--- config.mk ---
export PLATFORM = sky130hd
export DESIGN_NAME = alu_share_arbiter
export DESIGN_NICKNAME = d
export VERILOG_FILES = /design/src/rtl/alu_share_arbiter.sv
export SDC_FILE = /design/constraint.sdc
export NUM_CORES = 1
export LEC_CHECK = 0
export CORE_MARGIN = 8
export CORE_UTILIZATION = 51
export CTS_BUF_LIST = sky130_fd_sc_hd__clkbuf_16
export DETAILED_ROUTE_END_ITERATION = 16
export HOLD_SLACK_MARGIN = 0.15
export PLACE_DENSITY_LB_ADDON = 0.15
export SYNTH_ARGS = -nofsm -noshare
export SYNTH_HDL_FRONTEND = slang
export SYNTH_SLANG_ARGS = --single-unit
--- constraint.sdc ---
create_clock -name clk -period 5.5 [get_ports clk]
set_input_delay 0.55 -clock clk [delete_from_list [all_inputs] [get_ports clk]]
set_output_delay 0.55 -clock clk [all_outputs]
set_load 0.03 [all_outputs]
--- src/rtl/alu_share_arbiter.sv ---
// +----------------------------------------------------------------------------+
// | alu_share_arbiter: one 32-bit ALU shared by two requesters, round-robin    |
// | grant, one-entry tagged result buffer. Optional macro: ALU_ARB_STATS_EN.   |
// | Revision: 1.0                                                              |
// +----------------------------------------------------------------------------+
`default_nettype none

module alu_share_arbiter #(
  parameter int WIDTH = 32,
  parameter int OPW   = 3
) (
  input  logic             clk,
  input  logic             reset,
  input  logic             req0_valid,
  input  logic [OPW-1:0]   req0_op,
  input  logic [WIDTH-1:0] req0_a,
  input  logic [WIDTH-1:0] req0_b,
  output logic             req0_ack,
  input  logic             req1_valid,
  input  logic [OPW-1:0]   req1_op,
  input  logic [WIDTH-1:0] req1_a,
  input  logic [WIDTH-1:0] req1_b,
  output logic             req1_ack,
  output logic             resp_valid,
  input  logic             resp_ready,
  output logic             resp_id,
  output logic [WIDTH-1:0] resp_c,
  output logic             resp_zero
`ifdef ALU_ARB_STATS_EN
  ,
  output logic [15:0]      grant_cnt0,
  output logic [15:0]      grant_cnt1
`endif
);

  localparam logic [0:0] ST_EMPTY = 1'b0;
  localparam logic [0:0] ST_FULL  = 1'b1;

  localparam logic [OPW-1:0] OP_ADD = OPW'(0);
  localparam logic [OPW-1:0] OP_SUB = OPW'(1);
  localparam logic [OPW-1:0] OP_OR  = OPW'(2);
  localparam logic [OPW-1:0] OP_SLT = OPW'(3);

  logic [0:0]       state_q, state_d;
  logic             prio_q, prio_d;
  logic             resp_id_q, resp_id_d;
  logic [WIDTH-1:0] resp_c_q, resp_c_d;
  logic             resp_zero_q, resp_zero_d;

  logic             w_can_accept;
  logic             w_grant0;
  logic             w_grant1;
  logic             w_grant;
  logic [OPW-1:0]   w_op;
  logic [WIDTH-1:0] w_a;
  logic [WIDTH-1:0] w_b;
  logic [WIDTH-1:0] w_alu_c;
  logic             w_alu_zero;

  // A stalled full buffer blocks new grants; a draining one can be refilled.
  always_comb begin
    w_can_accept = (state_q == ST_EMPTY) || resp_ready;
    w_grant0 = w_can_accept && req0_valid && (!req1_valid || !prio_q);
    w_grant1 = w_can_accept && req1_valid && (!req0_valid || prio_q);
    w_grant  = w_grant0 || w_grant1;
  end

  assign req0_ack = w_grant0;
  assign req1_ack = w_grant1;

  always_comb begin
    w_op = w_grant1 ? req1_op : req0_op;
    w_a  = w_grant1 ? req1_a  : req0_a;
    w_b  = w_grant1 ? req1_b  : req0_b;
  end

  always_comb begin
    w_alu_c = '0;
    case (w_op)
      OP_ADD:  w_alu_c = w_a + w_b;
      OP_SUB:  w_alu_c = w_a - w_b;
      OP_OR:   w_alu_c = w_a | w_b;
      OP_SLT:  w_alu_c = {{(WIDTH-1){1'b0}}, (w_a < w_b)};
      default: w_alu_c = '0;
    endcase
    w_alu_zero = (w_a == w_b);
  end

  always_comb begin
    state_d     = state_q;
    prio_d      = prio_q;
    resp_id_d   = resp_id_q;
    resp_c_d    = resp_c_q;
    resp_zero_d = resp_zero_q;
    if (w_grant) begin
      state_d     = ST_FULL;
      prio_d      = ~w_grant1;
      resp_id_d   = w_grant1;
      resp_c_d    = w_alu_c;
      resp_zero_d = w_alu_zero;
    end else if ((state_q == ST_FULL) && resp_ready) begin
      state_d = ST_EMPTY;
    end
  end

  always_ff @(posedge clk or negedge reset) begin
    if (!reset) begin
      state_q     <= ST_EMPTY;
      prio_q      <= 1'b0;
      resp_id_q   <= 1'b0;
      resp_c_q    <= '0;
      resp_zero_q <= 1'b0;
    end else begin
      state_q     <= state_d;
      prio_q      <= prio_d;
      resp_id_q   <= resp_id_d;
      resp_c_q    <= resp_c_d;
      resp_zero_q <= resp_zero_d;
    end
  end

  assign resp_valid = (state_q == ST_FULL);
  assign resp_id    = resp_id_q;
  assign resp_c     = resp_c_q;
  assign resp_zero  = resp_zero_q;

`ifdef ALU_ARB_STATS_EN
  logic [15:0] cnt0_q, cnt0_d;
  logic [15:0] cnt1_q, cnt1_d;

  // Saturating grant counters.
  always_comb begin
    cnt0_d = cnt0_q;
    cnt1_d = cnt1_q;
    if (w_grant0 && (cnt0_q != 16'hFFFF)) cnt0_d = cnt0_q + 16'd1;
    if (w_grant1 && (cnt1_q != 16'hFFFF)) cnt1_d = cnt1_q + 16'd1;
  end

  always_ff @(posedge clk or negedge reset) begin
    if (!reset) begin
      cnt0_q <= '0;
      cnt1_q <= '0;
    end else begin
      cnt0_q <= cnt0_d;
      cnt1_q <= cnt1_d;
    end
  end

  assign grant_cnt0 = cnt0_q;
  assign grant_cnt1 = cnt1_q;
`else
`endif

endmodule

`default_nettype wire

After elaboration in Yosys (flattened, before gate mapping)

Index checks and enable logic that the tools add are counted.

Memories: 0
RAM bits: 0
Register bits: 36
Bits in read-only memories: 0
Output and inout port bits: 37
Logic and storage cells: 35
Latch bits: 0

$add $sub $neg: 2
Bitwise logic cells: 3
Multiply operators: 0
Div/mod/pow operators: 0
Reduce and logical (&&, ||, !) cells: 14
Equality and inequality tests: 4
Shift operators: 0
Magnitude comparators: 1
Multiplexer cells: 6

Operators by type and width:

| cell                                                            | count |
|---|---|
| 32-bit one-hot mux with 4 select lines                          | 1 |
| 32-bit 2-to-1 mux                                               | 2 |
| 32-bit adder                                                    | 1 |
| 32-bit == test                                                  | 1 |
| 32-bit < comparator                                             | 1 |
| 32-bit bitwise OR                                               | 1 |
| 32-bit subtractor                                               | 1 |
| 3-bit by 2-bit == test with 1-bit output, second input constant | 2 |
| 1-bit logical AND                                               | 5 |
| 1-bit logical OR                                                | 4 |
| 3-bit by 1-bit == test with 1-bit output, second input constant | 1 |
| 1-bit zero test                                                 | 3 |
| 3-bit zero test                                                 | 1 |
| 3-bit 2-to-1 mux                                                | 1 |
| 1-bit 2-to-1 mux                                                | 2 |
| 1-bit NOT                                                       | 2 |
| 2-bit nonzero test                                              | 1 |

Logic depth before layout (Yosys ltp)

Gate-level depths: netlist (run 1).

Word-level depth: 7
Gate-level depth with buffers: 20
Mapped depth without buffers: 17

Worst setup path after synthesis (run 1)

OpenSTA, ideal clock, no wires.

Path type: input port to flip-flop
From: input resp_ready
To: register resp_c_q[24], in the netlist resp_c[24]
Cell stages on the path: 18
Arrival time: 4.277 ns
Buffers on the path: 3
Setup slack: 1.077 ns
Cells stage by stage: nand2b_1 > buf_2 > nand3_1 > buf_2 > buf_1 > mux2i_1 > inv_1 > ha_1 > fa_1 > a211o_1 > a21oi_1 > a211oi_1 > o311ai_1 > a2111oi_2 > nor4_1 > o2bb2ai_1 > xnor2_1 > o221ai_1

Longest elaborated chain between the ends: 6
Elaborated cells on any way between the ends: 17
Those cells by class: add/sub: 2; eq/ne: 3; mux: 4; bitwise: 1; reduce/logical: 7

RTL lines:

| what                                            | line | RTL |
|---|---|---|
| from (decl)                                     | 25   | `input logic resp_ready,` |
| 1-bit logical OR *                              | 62   | `w_can_accept = (state_q == ST_EMPTY) \|\| resp_ready;` |
| 1-bit logical AND (2 in series)                 | 64   | `w_grant1 = w_can_accept && req1_valid && (!req0_valid \|\| prio_q);` |
| 32-bit 2-to-1 mux, or another cell as far along | 73   | `w_a = w_grant1 ? req1_a : req0_a;` |
| 32-bit subtractor, or another cell as far along | 81   | `OP_SUB: w_alu_c = w_a - w_b;` |
| 32-bit one-hot mux with 4 select lines          | 79   | `case (w_op)` |
| to (signal assigned)                            | 117  | `resp_c_q <= resp_c_d;` |
| to (decl)                                       | 47   | `logic [WIDTH-1:0] resp_c_q, resp_c_d;` |

Mark *: on every way between the ends. The rest lies on a longest branch, timed or not.
A chain may end at the register's enable or synchronous reset.

Worst setup path after layout (run 1)

Ends and elaborated chain as after synthesis.

==> results of run 1 <==
sequential cells by signal, indices dropped and copies added, names as in the netlist:
| register | flops |
|---|---|
| resp_c | 32 |
| resp_id | 1 |
| resp_zero | 1 |
| resp_valid | 1 |
| prio_q | 1 |
layout make-up:
| type | instances | area (um2) |
|---|---|---|
| flip-flops and latches | 36 | 901 |
| well taps | 176 | 220 |
| multi-input cells | 789 | 5240 |
| clock inverters | 3 | 18.8 |
| repair buffers | 188 | 1860 |
| fillers | 1192 | 4350 |
| clock buffers | 5 | 125 |
| inverters | 99 | 372 |
worst min path at each step:
stage / to / cells after the start / startpoint / slack (ns)
3_5_place_dp: resp_c[18] / 2 / resp_c[18] / 0.47
5_1_grt: resp_c[7] / 1 / reset / 0.49
6_report: resp_c[7] / 1 / reset / 0.40
2_1_floorplan: prio_q / 0 / reset / 0.25
4_1_cts: resp_c[6] / 1 / reset / 0.44
3_3_place_gp: resp_zero / 2 / resp_zero / 0.47
kinds of logic after synthesis:
kind of cell | count (synthesis)
AOI/OAI and AO/OA | 255
DFF | 36
xor gates and xnor gates | 26
and+or+nand+nor | 388
muxes | 18
adders and majority gates | 102
buffers and inverters | 154
per-stage QoR:
| stage | area, um2 | std cells | total power [W] | hold WS (ns) |
|---|---|---|---|---|
| after global placement | 8590 | 1288 | 0.00193 | 0.472 |
| after floorplan | 6730 | 979 | 0.00144 | 0.254 |
| final | 8730 | 1296 | 0.00228 | 0.403 |
| after global routing | 8730 | 1296 | 0.00244 | 0.491 |
| after detailed placement | 8590 | 1288 | 0.00193 | 0.472 |
| after CTS | 8730 | 1296 | 0.00226 | 0.441 |
report_power, final:
| part | switching (W) | internal, W | leakage, nW | total (W) |
|---|---|---|---|---|
| Sequential | 0.0000320 | 0.000318 | 0.472 | 0.000350 |
| Combinational | 0.000961 | 0.000648 | 3.59 | 0.00161 |
| Clock | 0.000150 | 0.000168 | 0.0736 | 0.000319 |
synthesized netlist by cell type (5+ instances only):
cell and count:
nor3_1 18, nor2_1 57, nand2b_1 14, a31oi_1 11, or3_1 9, clkbuf_1 31
o22ai_1 16, mux2i_1 14, o31ai_1 7, o21bai_1 9, nand3_1 15, xor2_1 6
xnor2_1 20, o21ai_1 8, o21ai_0 34, nor2b_1 9, a22o_1 11, nand2_1 218
dfrtp_1 36, buf_2 17, a21o_1 7, o21a_1 8, o221ai_1 14, a211oi_1 11
nand4_1 8, o211ai_1 7, inv_1 95, a21oi_1 63, a221oi_1 5, nor4_1 12
ha_1 100
per-layer routing:
metal / GRT usage / vias up / wire length (um)
met5: 0 / - / 0
met4: 0.0797 / 0 / 497
met3: 0.0406 / 44 / 1870
met2: 0.464 / 341 / 11100
met1: 0.378 / 3538 / 10900
li1: - / 3676 / -
==> impl_metrics.toml, run 1 <==
[layout]
synthToLayoutAreaGrowth_pct = 29.7
nets = 1360
layout_common_cells = "nand2_1, clkdlybuf4s50_1, ha_1"
final_common_cell = "nand2_1"
post-route-util = 0.667
n_antenna_cell = 0
drive_above_1_share = 0.0438

[power_and_ir_drop]
ir_worst_vdd_mv = 0.130
power-per-cell-area_nw_per_um2 = 261
leakagePower_nw = 4.14

[floorplanning]
io_pins = 176
core_um2 = 13100
die_y_um = 131
fp.dieW_um = 131
start_util = 0.515
rows = 42
die_area_um2 = 17100

[worst_setup_path]
cp.depth = 17
path_class = "primary input to register"
crit_family = "compound AO/OA/AOI/OAI gates"
critPathCapture = "resp_c[24]"
critPathMaxStageDelay_ns = 0.52
crit_chain = "clkdlybuf4s50_1 -> nand2b_1 -> nand3_2 -> buf_4 -> mux2i_1 -> inv_1 -> ha_1 -> fa_1 -> a211o_1 -> a21oi_1 -> a211oi_1 -> o311ai_1 -> a2111oi_2 -> nor4_1 -> o2bb2ai_1 -> xnor2_1 -> o221ai_1"
r2r_end = "resp_c[24]"
cp_slowest_cell = "o311ai_1"
crit_path_start = "resp_ready"
crit_buf_inv = 3
cp-end-kind = "register"
start_kind = "primary input"
arrival_ns = 5.12
cp.required_ns = 5.67
reg2regPathDepth = 16
r2r_slack_ns = 0.89
critPathMaxFanout = 24
timing.rr.start = "prio_q"

[sta]
tightest_slew_ns = 1.22
rsz0062_at_grt = "no"
setup_violations = 0
final-hold-violation-count = 0
finClkSkew_ns = 0.00487
fin_ws_ns = 0.546
maxSlewHeadroom = 0.182
slew_viol_final = 0
finalSetupTns_ns = 0
max_freq_ghz = 0.202
period_needed_ns = 4.95
final.period_utilization = 0.901

[placement]
dpl.hpwl_um = 19100
pre_cts_ws_ns = 0.316
port_buffers = 175
place.gp.congestion = 1.01

[synthesis]
synthMuxAreaShare = 0.0275
synth-seq-cells = 36
netlist_instances = 979
ys_seq_area_frac = 0.134
synth_top_area_share = 0.186
yosys.area_share.adder = 0.192
synth-compound-area-share = 0.264
ys.flop_type = "dfrtp_1"
synth_xor_area_frac = 0.0338
synth_area_leader_cell = "ha_1"
synth.area.top_cells = "ha_1, dfrtp_1, nand2_1, inv_1, a21oi_1"
synth.distinct_cells = 77
synth_area_per_cell_um2 = 6.88
netlist_area_um2 = 6730
synth_edf_count = 0
synth_fp_nets = 1220
synth_top_family_by_area = "compound AO/OA/AOI/OAI gates"
yosys.area_share.simple = 0.258
yosysWarnings = 0
async_flop_share = 1.00

[grt]
first_global_vias = 7217
grt_first_pass_wirelength_um = 38400
track_usage = 0.283
overflow = 0
antenna_found_initial = 0
grt_start_max_net_pins = 37

[drt]
wl_per_cell_um = 18.8
wl_um = 24300
drt_iter0_markers = 655
drc_errors = 0
via_per_inst = 5.86
firstDrtPassIters = 5
ant_nets = 0
vias = 7599

[worst_hold_path]
hp-class = "primary input to async pin"

[cts]
root_buffer = "clkbuf_16"
cts_tree = "yes"
clkSinkCount = 36
post_cts_buffers = 0
insertion_delay_ns = 0.31
clk_pin_slew_ns = 0.07
cts_hold_buffers = 0
cts_buffer_depth = 2
ctsResizeCount = 0
cts-buffers-inserted = 5
htreeDepth = 2

[run_status]
status = "finished, final reports clean"

[flow_run]
max_cap_violations = 0
No activity file was read; power rests on OpenSTA's default activity.
==> inputs of run 2 (changes only) <==
Settings changed: ABC_AREA from default to 1, CORE_UTILIZATION 51 to 52.
==> impl_metrics.toml, run 2 <==
[power_and_ir_drop]
leakagePower_nw = 6.06
ir_worst_vdd_mv = 0.192
power-per-cell-area_nw_per_um2 = 293

[flow_run]
max_cap_violations = 0

[grt]
grt_start_max_net_pins = 79
antenna_found_initial = 0
grt_first_pass_wirelength_um = 45900
overflow = 0
track_usage = 0.284
first_global_vias = 9027

[sta]
whs_ns = 0.482
final.period_utilization = 0.779
slew_viol_final = 0
max_freq_ghz = 0.234
setup_violations = 0
maxSlewHeadroom = 0.540
rsz0062_at_grt = "no"
final-hold-violation-count = 0
tightest_slew_ns = 0.683
fin_ws_ns = 1.22
finClkSkew_ns = 0.00411
finalSetupTns_ns = 0
period_needed_ns = 4.28

[placement]
place.gp.congestion = 1.00
place_area_um2 = 10100
dp_cells = 1912
pre_cts_ws_ns = 1.00
port_buffers = 175
dpl.hpwl_um = 24900

[cts]
clk_pin_slew_ns = 0.05
cts_buffer_depth = 2
htreeDepth = 2
clkSinkCount = 36
insertion_delay_ns = 0.28
post_cts_buffers = 0
root_buffer = "clkbuf_16"
cts-buffers-inserted = 5
cts_hold_buffers = 0
cts_tree = "yes"
ctsResizeCount = 0

[floorplanning]
die_area_um2 = 20500
core_um2 = 15800
die_y_um = 143
fp.dieW_um = 143
io_pins = 176
rows = 46
start_util = 0.530

[worst_setup_path]
critPathMaxFanout = 78
critPathMaxStageDelay_ns = 0.47
cp_slowest_cell = "clkdlybuf4s50_1"
crit_buf_inv = 3
crit_path_frequent_cell = "nand2_1"
cp-end-kind = "register"
path_class = "primary input to register"
cp.required_ns = 5.67
arrival_ns = 4.45
crit_chain = "clkdlybuf4s50_1 -> inv_2 -> nand2_2 -> nand3_4 -> buf_12 -> o21ai_0 -> ha_1 -> nor2_1 -> nand2_1 -> nor3_1 -> and2_1 -> nand2_1 -> nand3_1 -> nand2_1 -> nand3_1 -> nand3_1 -> nand2_1 -> nand2_1"
crit_family = "simple AND/OR/NAND/NOR gates"
start_kind = "primary input"

[drt]
ant_nets = 0
wl_um = 29400
drt_iter0_markers = 785
wl_per_cell_um = 15.3
vias = 9731
via_per_inst = 5.07
firstDrtPassIters = 5
drc_errors = 0

[layout]
n_antenna_cell = 0
layout_common_cells = "nand2_1, inv_1, clkdlybuf4s50_1"
drive_above_1_share = 0.0235
final_cell_area_um2 = 10300
finalNonFillerCells = 1919
final_common_cell = "nand2_1"
synthToLayoutAreaGrowth_pct = 22.5
largest_register_ffs = 32
nets = 1944

[run_status]
status = "finished, final reports clean"

[synthesis]
synth.area.top_cells = "nand2_1, inv_1, ha_1, dfrtp_1, nand3_1"
synth_area_leader_cell = "nand2_1"
netlist_instances = 1572
synth_area_per_cell_um2 = 5.34
synth.most_common_cell = "nand2_1"
async_flop_share = 1.00
yosysWarnings = 0
synth_fp_nets = 1813
synth.distinct_cells = 44
synth_edf_count = 0
synth_common_cells = "nand2_1, inv_1, nand3_1, ha_1, nor2_1"
ys_seq_area_frac = 0.107
ys.flop_type = "dfrtp_1"
synth_top_area_share = 0.255
netlist_area_um2 = 8390
synth-seq-cells = 36

[worst_hold_path]
hp-class = "register to register"
## run 2: final cells by class
class / instances / area, um2
Timing Repair Buffer: 178 / 1790
Clock buffer: 5 / 125
Clock inverter: 2 / 7.51
Sequential cell: 36 / 901
Tap cell: 216 / 270
Inverter: 348 / 1310
Fill cell: 1584 / 5550
Multi-Input combinational cell: 1134 / 5880
## run 2: report_power, final
group	internal, W	switching [W]
combinational	0.000775	0.00157
sequential	0.000353	0.0000468
clock	0.000162	0.0000971
total	0.00129	0.00172
## run 2: kinds of logic (layout without fill, tap and decap cells)
family / Yosys count / in the layout / share of synthesized area
adder cells (fa/ha/maj): 102 / 102 / 0.154
AND/OR/NAND/NOR: 856 / 856 / 0.426
buffers and inverters: 402 / 533 / 0.192
flip-flops: 36 / 36 / 0.107
XOR/XNOR: 13 / 13 / 0.0136
AO/OA/AOI/OAI: 162 / 162 / 0.106
multiplexers: 1 / 1 / 0.00119
## run 2: worst paths after layout
kind,cells past startpoint,slack (ns),endpoint,startpoint
max in group asynchronous,2,4.48,resp_c[27],reset
worst min register to register,2,0.48,resp_c[7],resp_c[7]
worst max-delay path,18,1.22,resp_c[25],resp_ready
worst max register to register,16,1.58,resp_c[25],resp_valid
min in group asynchronous,2,0.69,resp_c[10],reset
worst min-delay path,2,0.48,resp_c[7],resp_c[7]
## run 2: per-layer routing
metal,GRT usage,up-vias,part of all wire
met5,0,-,0
met4,0.0828,0,0.023
met3,0.0474,39,0.11
met2,0.436,464,0.42
met1,0.396,4239,0.45
li1,-,4989,-
## run 2: metrics by stage
step                total power (W)   util
global route                0.00327  0.649
floorplan                   0.00196      -
global placement            0.00267  0.641
CTS                         0.00297  0.649
finish                      0.00301  0.649
detailed placement          0.00270  0.641
## run 2: worst register-to-register path, stage by stage (launching register included)
cell and delay (ns):
dfrtp_1 0.39, nand2_2 0.11, nand3_4 0.45, buf_12 0.40
o21ai_0 0.47, ha_1 0.45, nor2_1 0.26, nand2_1 0.19
nor3_1 0.25, and2_1 0.17, nand2_1 0.09, nand3_1 0.09
nand2_1 0.05, nand3_1 0.06, nand3_1 0.19, nand2_1 0.13
nand2_1 0.06
==> inputs of run 3 (changes only) <==
Settings changed: CORE_UTILIZATION 52 to 49.
Clock period 5.5 ns to 3.7 ns, I/O delays scaled along.
==> impl_metrics.toml, run 3 (synthesis gave the netlist of run 2 again) <==
[drt]
wl_um = 31200
via_per_inst = 4.96
drc_errors = 0
firstDrtPassIters = 7
ant_nets = 0
wl_per_cell_um = 15.5
drt_iter0_markers = 837
vias = 10000

[sta]
final.period_utilization = 0.941
max_freq_ghz = 0.287
period_needed_ns = 3.48
final-hold-violation-count = 0
fin_ws_ns = 0.219
rsz0062_at_grt = "yes"
finClkSkew_ns = 0.00552
maxSlewHeadroom = 0.446
setup_violations = 0
finalSetupTns_ns = 0
slew_viol_final = 0
tightest_slew_ns = 0.827

[layout]
drive_above_1_share = 0.0737
finalNonFillerCells = 2017
final_common_cell = "nand2_1"
post-route-util = 0.647
largest_register_ffs = 32
n_antenna_cell = 0
layout_common_cells = "nand2_1, inv_1, clkdlybuf4s50_1"
nets = 2033
synthToLayoutAreaGrowth_pct = 31.0

[worst_hold_path]
worstHoldStart = "resp_id"
min_path_cells = 2
worst_hold_path.endpoint = "resp_id"
hp-class = "register to register"

[floorplanning]
io_pins = 176
die_y_um = 147
core_um2 = 17000
die_area_um2 = 21600
rows = 48
fp.dieW_um = 147
start_util = 0.494

[worst_setup_path]
start_kind = "primary input"
r2r_end = "resp_c[30]"
path_class = "primary input to register"
reg2regPathDepth = 22
timing.rr.start = "prio_q"
r2r_slack_ns = 0.39
critPathMaxFanout = 28
arrival_ns = 3.65
cp-end-kind = "register"
cp.required_ns = 3.87

[flow_run]
max_cap_violations = 0

[grt]
grt_first_pass_wirelength_um = 49000
track_usage = 0.281
antenna_found_initial = 1
grt_start_max_net_pins = 71
overflow = 0
first_global_vias = 9520

[placement]
dpl.hpwl_um = 26700
dp_cells = 2009
place.gp.congestion = 0.975
pre_cts_ws_ns = -0.0509
port_buffers = 175

[cts]
cts_buffer_depth = 2
clk_pin_slew_ns = 0.06
root_buffer = "clkbuf_16"
cts_hold_buffers = 0
htreeDepth = 2
cts-buffers-inserted = 5
insertion_delay_ns = 0.28
cts_tree = "yes"
clkSinkCount = 36

[power_and_ir_drop]
ir_worst_vdd_mv = 0.304
p_total_w = 0.00487
leakagePower_nw = 6.50
power-per-cell-area_nw_per_um2 = 443

[run_status]
status = "finished, final reports clean"
-- run 3: cell types whose count changed in the layout (fill, tap and decap cells not counted) --
cell,previous run,this run
buf_4,2,89
o21ai_0,77,73
buf_12,1,3
o21ai_1,13,15
o21ai_2,1,3
ha_1,100,99
ha_2,0,1
-- run 3: worst max-delay path by stage --
stage	startpoint	end	slack [ns]
after floorplan	resp_valid	resp_c[30]	0.52
after detailed placement	resp_ready	resp_c[22]	-0.05
after global placement	resp_ready	resp_c[17]	-0.01
after global routing	resp_ready	resp_c[25]	-0.0009
final	resp_ready	resp_c[9]	0.22
after CTS	resp_ready	resp_c[22]	0.17
-- run 3: cell type report --
| cell class | instances | area (um2) |
|---|---|---|
| Sequential cell | 36 | 901 |
| Timing Repair Buffer | 267 | 2480 |
| Clock inverter | 2 | 7.51 |
| Tap cell | 225 | 282 |
| Fill cell | 1646 | 6000 |
| Inverter | 348 | 1310 |
| Clock buffer | 5 | 125 |
| Multi-Input combinational cell | 1134 | 5890 |
-- run 3: stage by stage --
step	area, um2	hold slack (ns)
floorplan	8390	0.0744
global route	11000	0.490
global placement	10800	0.456
CTS	11000	0.478
detailed placement	10800	0.464
finish	11000	0.473
-- run 3: worst max-delay path, stage by stage --
cell and delay, ns:
clkdlybuf4s50_1 0.47, inv_2 0.04, nand2_2 0.09, nand3_4 0.17
buf_12 0.20, buf_12 0.15, nand2_1 0.05, o21ai_0 0.12
ha_1 0.47, nand2_1 0.14, nor2_1 0.26, nand3_1 0.18
nand3b_1 0.22, buf_4 0.16, nand2_1 0.05, nand2_1 0.07
o21ai_1 0.07, o21ai_2 0.26, nand2_1 0.08
-- run 3: power breakdown --
group | internal, W | switching, W
combinational | 0.00142 | 0.00243
clock | 0.000241 | 0.000170
sequential | 0.000524 | 0.0000826
total | 0.00219 | 0.00268
-- run 3: timing repair --
action / 4_1_cts / 5_1_grt
gates resized for setup: 0 / 7
endpoints found under the setup margin: 0 / 9
endpoints found under the hold margin: 0 / 0
buffers inserted: 0 / 1
-- run 3: layer usage --
metal	GRT usage	wire length, um	vias up
li1	-	-	5173
met1	0.395	14700	4388
met5	0	0	-
met2	0.439	13300	425
met4	0.0608	398	0
met3	0.0464	2800	28
